==> src/rtl/fp32_to_int_converter.sv <==
// FP32 -> 32-bit integer conversion (FCVT.W.S / FCVT.WU.S), 2-stage pipeline.
// Ports: clk, rst_n (async, active low), stall, flush, req_valid, lhs[31:0],
//   is_unsigned, round_mode[2:0] in; result_valid, result[31:0], fflags[4:0] out.
// Stage 1 unpacks and aligns the operand; stage 2 rounds, negates and saturates.
// Build option: define RSD_FPU_CVT_FFLAGS_EN to generate fflags {NV,DZ,OF,UF,NX};
// when undefined, fflags is tied to 0 and no flag registers exist.
module fp32_to_int_converter (
    input  logic        clk,
    input  logic        rst_n,
    input  logic        stall,
    input  logic        flush,
    input  logic        req_valid,
    input  logic [31:0] lhs,
    input  logic        is_unsigned,
    input  logic [2:0]  round_mode,
    output logic        result_valid,
    output logic [31:0] result,
    output logic [4:0]  fflags
);

    typedef struct packed {
        logic        valid;
        logic        sign;
        logic        nan;
        logic        ovf;
        logic        uns;
        logic [2:0]  rm;
        logic [31:0] ipart;
        logic        guard;
        logic        sticky;
    } s1_t;

    typedef struct packed {
        logic        valid;
        logic [31:0] res;
    } s2_t;

    s1_t s1_d, s1_q;
    s2_t s2_d, s2_q;

    logic [7:0]  exp;
    logic [22:0] frac;
    logic [23:0] man;
    logic [4:0]  sh;
    logic [54:0] shl;

    assign exp  = lhs[30:23];
    assign frac = lhs[22:0];
    assign man  = {|exp, frac};
    // Unbiased exponent (exp - 127) modulo 32; only used when 0 <= e <= 31.
    assign sh   = exp[4:0] + 5'd1;
    // Mantissa carries 23 fraction bits, so after the shift bits [54:23]
    // are the integer part and bit 22 is the guard bit.
    assign shl  = {31'd0, man} << sh;

    always_comb begin
        s1_d        = '0;
        s1_d.valid  = req_valid;
        s1_d.sign   = lhs[31];
        s1_d.nan    = (exp == 8'hFF) && (frac != 23'd0);
        // Unbiased exponent >= 32 (including inf/NaN) cannot fit.
        s1_d.ovf    = exp >= 8'd159;
        s1_d.uns    = is_unsigned;
        s1_d.rm     = round_mode;
        if (exp >= 8'd127 && exp < 8'd159) begin
            s1_d.ipart  = shl[54:23];
            s1_d.guard  = shl[22];
            s1_d.sticky = |shl[21:0];
        end else if (exp == 8'd126) begin
            // 0.5 <= |x| < 1: hidden one lands on the guard bit.
            s1_d.guard  = 1'b1;
            s1_d.sticky = |frac;
        end else if (exp < 8'd126) begin
            // Zero, subnormal or tiny normal: everything is sticky.
            s1_d.sticky = |man;
        end
    end

    logic        rup;
    logic [32:0] mag;
    logic [31:0] neg;
    logic        oor;

    always_comb begin
        rup = 1'b0;
        unique case (s1_q.rm)
            3'd0:    rup = s1_q.guard & (s1_q.sticky | s1_q.ipart[0]);
            3'd2:    rup = (s1_q.guard | s1_q.sticky) & s1_q.sign;
            3'd3:    rup = (s1_q.guard | s1_q.sticky) & ~s1_q.sign;
            3'd4:    rup = s1_q.guard;
            default: rup = 1'b0;
        endcase
    end

    assign mag = {1'b0, s1_q.ipart} + {32'd0, rup};
    assign neg = ~mag[31:0] + 32'd1;

    // Rounded magnitude outside the target range.
    always_comb begin
        oor = s1_q.ovf;
        if (s1_q.uns) begin
            if (s1_q.sign) begin
                oor = oor | (mag != 33'd0);
            end else begin
                oor = oor | mag[32];
            end
        end else begin
            if (s1_q.sign) begin
                oor = oor | (mag > 33'h0_8000_0000);
            end else begin
                oor = oor | (mag > 33'h0_7FFF_FFFF);
            end
        end
    end

    always_comb begin
        s2_d       = '0;
        s2_d.valid = s1_q.valid;
        if (s1_q.nan) begin
            s2_d.res = s1_q.uns ? 32'hFFFF_FFFF : 32'h7FFF_FFFF;
        end else if (s1_q.uns && s1_q.sign) begin
            s2_d.res = 32'd0;
        end else if (oor) begin
            if (s1_q.uns) begin
                s2_d.res = 32'hFFFF_FFFF;
            end else begin
                s2_d.res = s1_q.sign ? 32'h8000_0000 : 32'h7FFF_FFFF;
            end
        end else begin
            s2_d.res = s1_q.sign ? neg : mag[31:0];
        end
    end

    always_ff @(posedge clk or negedge rst_n) begin
        if (!rst_n) begin
            s1_q <= '0;
            s2_q <= '0;
        end else if (flush) begin
            s1_q.valid <= 1'b0;
            s2_q.valid <= 1'b0;
        end else if (!stall) begin
            s1_q <= s1_d;
            s2_q <= s2_d;
        end
    end

    assign result_valid = s2_q.valid;
    assign result       = s2_q.res;

`ifdef RSD_FPU_CVT_FFLAGS_EN
    logic       nv;
    logic       nx;
    logic [4:0] flags_d;
    logic [4:0] flags_q;

    assign nv      = s1_q.nan | oor;
    assign nx      = ~nv & (s1_q.guard | s1_q.sticky);
    assign flags_d = {nv, 3'b000, nx};

    always_ff @(posedge clk or negedge rst_n) begin
        if (!rst_n) begin
            flags_q <= '0;
        end else if (!flush && !stall) begin
            flags_q <= flags_d;
        end
    end

    assign fflags = flags_q;
`else
    assign fflags = '0;
`endif

endmodule

==> config.mk <==
export PLATFORM = sky130hd
export DESIGN_NAME = fp32_to_int_converter
export DESIGN_NICKNAME = d
export VERILOG_FILES = /design/src/rtl/fp32_to_int_converter.sv
export SDC_FILE = /design/constraint.sdc
export NUM_CORES = 1
export LEC_CHECK = 0
export ABC_AREA = 1
export ABC_CLOCK_PERIOD_IN_PS = 4400
export CAP_MARGIN = 5
export CORE_ASPECT_RATIO = 2
export CORE_MARGIN = 2
export CORE_UTILIZATION = 45
export DETAILED_ROUTE_END_ITERATION = 16
export GPL_TIMING_DRIVEN = 0
export PLACE_DENSITY = 0.71
export SLEW_MARGIN = 0
export SYNTH_ARGS = -nofsm -noshare
export SYNTH_HDL_FRONTEND = slang
export SYNTH_SLANG_ARGS = --single-unit
==> constraint.sdc <==
create_clock -name clk -period 4.4 [get_ports clk]
set_input_delay 0.44 -clock clk [delete_from_list [all_inputs] [get_ports clk]]
set_output_delay 0.44 -clock clk [all_outputs]
set_load 0.1 [all_outputs]
==> results.ini <==
[place]
pre_cts_ws_ns=-0.570
gp_congestion=0.975
hpwl_mm=19.6
port_buffers=73

[finish]
area_delta_synth_final_pct=19.9
nets=1227
drive_above_1_share_pct=7.01
layout_common_cells=nand2_1, nor2_1, inv_1, o21ai_0, dfrtp_1
final_common_cell=nand2_1
diodes=0

[grt]
antenna_found_initial=0
grt_pass1_vias=7252
grt_pass1_wl_mm=36.0
grt_overflow_total=0
grt_util_all_layers_pct=29.3
grt_max_degree=43

[pwr]
total_power_mw=3.40
power_density_nw_per_um2=419
power_leakage_nw=3.80
irDropWorstVdd_mv=0.168

[yosys]
synthArstFlopShare_pct=100
syn_inst=1088
syn_area_um2=6770
synth.area.top_cells=dfrtp_1, nand2_1, nor2_1
syn_area_per_cell_um2=6.22
yosysTopAreaCell=dfrtp_1
yosysSeqAreaShare_pct=27.7
ys_warn_count=0
synth.distinct_cells=47
ys_seq_elements=75
synth_edf_count=0
synth_ff_type=dfrtp_1
synth_top_area_share_pct=27.7

[sta]
timing.fmax_mhz=238
worstMarginPinSlew_ns=0.974
hold_viol=0
finalClockSkew_ns=0.00714
setup_viol=0
setup_slack_ns=0.192
max_slew_margin_pct=34.9
maxSlewViolCount=0
period_needed_ns=4.21
period_share_pct=95.6

[cts]
cts.sinks=75
htree_num_levels=3
cts_buffers=9
clock_latency_ns=0.35
cts_root_buffer=clkbuf_16
clockBufferDepth=2
cts_tree=built
cts.clk_slew.worst_paths_ns=0.06

[drt]
drt_first_pass_iters=8
wl_per_cell_um=16.7
drt_iter0_drc=339
antenna_left=0
viasPerCell=5.34
routed_wl_mm=23.0
route.detailed.drc=0
vias=7360

[critical_path]
crit_path_end_kind=flip-flop
worstPathMaxFanout=10
start_kind=flip-flop
r2r_start=s1_q[40]
ff2ff_setup_slack_ns=0.19
path_class=flip-flop to flip-flop
r2r_cells=27
required_ns=4.61
cp.arrival_ns=4.42
r2r-end=result[1]

[status]
status=finished clean

[die]
die-area_um2=16100
die_height_um=177
core_area_um2=14700
num_rows=63
die_w_um=90.7
pin_count=79
initial_core_util_pct=45.9

[job]
maxCapViolCount=0

[min_path]
hold_class=input port to asynchronous set/reset pin

==> how the worst max path moves through the flow <==
| stage | cells past startpoint | slack, ns | startpoint | endpoint |
|---|---|---|---|---|
| 4_1_cts | 25 | 0.008 | s1_q[40] | result[13] |
| 5_1_grt | 27 | -0.01 | s1_q[40] | result[16] |
| 6_report | 27 | 0.19 | s1_q[40] | result[1] |
| 2_1_floorplan | 27 | 0.76 | s1_q[40] | result[1] |
| 3_3_place_gp | 25 | -0.57 | s1_q[40] | result[13] |
| 3_5_place_dp | 25 | -0.57 | s1_q[40] | result[13] |
==> cell type report <==
type	instances	area (um2)
fill	1540	6630
multi-input combinational	875	4340
sequential	75	1880
timing repair buffer	76	763
inverter	98	369
tap	195	244
clock buffer	11	243
buffer	44	229
clock inverter	5	52.6
==> cell usage after synthesis (2+ instances only) <==
cell         n
nand3_1     54
clkinv_1     5
clkbuf_1    29
or2_2        2
nor2_4       7
inv_2        2
nand3b_1     4
nor2_1     136
o21ai_0     84
o21ai_1     15
nor2_2       6
buf_4        5
o21a_1       2
xor2_1      24
nor2_8       2
mux2i_1     18
nand4_1     14
nand2_2     17
nand2_1    371
nor3_1       5
ha_1         7
o211ai_1     4
nand3_2      2
nor4_1       6
a21oi_1     40
buf_1        5
o22ai_1      9
a21boi_0     3
o2111ai_1    2
dfrtp_1     75
a31oi_1      2
inv_1       90
o221ai_1    12
buf_6        5
nand2_4      4
xnor2_1      9
==> state kept, by name, summed over array words and instances, names as in the netlist <==
register and flops:
result_valid 1, result 32, s1_q 42
==> cells by family after synthesis <==
kind of cell | after synthesis | synth area share, %
simple gates | 633 | 40.3
compound gates | 179 | 15.0
buf+inv | 142 | 8.73
flops | 75 | 27.7
xor+xnor | 33 | 4.27
mux | 18 | 2.66
fa+ha+maj | 7 | 1.29
other cells | 1 | 0.0554
==> power breakdown <==
part | internal (mW) | switching, mW | total, mW
Clock | 0.451 | 0.281 | 0.732
Combinational | 0.484 | 1.29 | 1.78
Sequential | 0.807 | 0.0844 | 0.891
==> routing by layer <==
| layer | wire, um | up-vias | GRT usage (%) | share of wire, % |
|---|---|---|---|---|
| li1 | - | 3697 | - | - |
| met3 | 647 | 122 | 3.10 | 2.8 |
| met4 | 2460 | 0 | 28.3 | 11 |
| met1 | 6820 | 3305 | 22.3 | 30 |
| met2 | 13100 | 236 | 59.8 | 57 |
| met5 | 0 | - | 0 | 0 |
==> timing repair <==
| action | in CTS | in global routing |
|---|---|---|
| pin swaps | 0 | 2 |
| hold buffers | 0 | 0 |
| setup endpoints to repair | 32 | 32 |
| cloned | 0 | 0 |
| resized for setup | 5 | 8 |
| buffers inserted | 0 | 2 |
==> through the flow <==
stage	instance area, um2	hold WS [ns]	utilization, %	instances	setup TNS, ns
floorplan	6780	0.144	-	1092	0
global placement	7750	0.457	52.6	1360	-15.22
detailed placement	7770	0.409	52.7	1361	-15.46
CTS	8080	0.0473	54.8	1377	0
global route	8110	0.0736	55.0	1379	-0.0112
finish	8110	0.0346	55.0	1379	0
==> worst max-delay path, cell delays in order (launching register included) <==
cell       delay [ns]
dfrtp_2          0.40
buf_4            0.20
buf_4            0.23
xor2_1           0.18
o2111ai_1        0.12
nand2_1          0.09
ha_2             0.28
ha_2             0.25
nand2_2          0.08
nor2_4           0.22
nand2_1          0.16
nor2_2           0.23
nand3_1          0.12
nand2_2          0.15
nand2_1          0.10
nor2_1           0.09
nand2_1          0.08
nor2_2           0.16
nand2_1          0.09
nand2_2          0.09
nand2_2          0.07
nor2_4           0.13
nand2_4          0.12
clkinv_2         0.11
buf_6            0.14
nand2_1          0.06
nand2_1          0.07
a21oi_1          0.05
(Power assumes the default switching activity.)
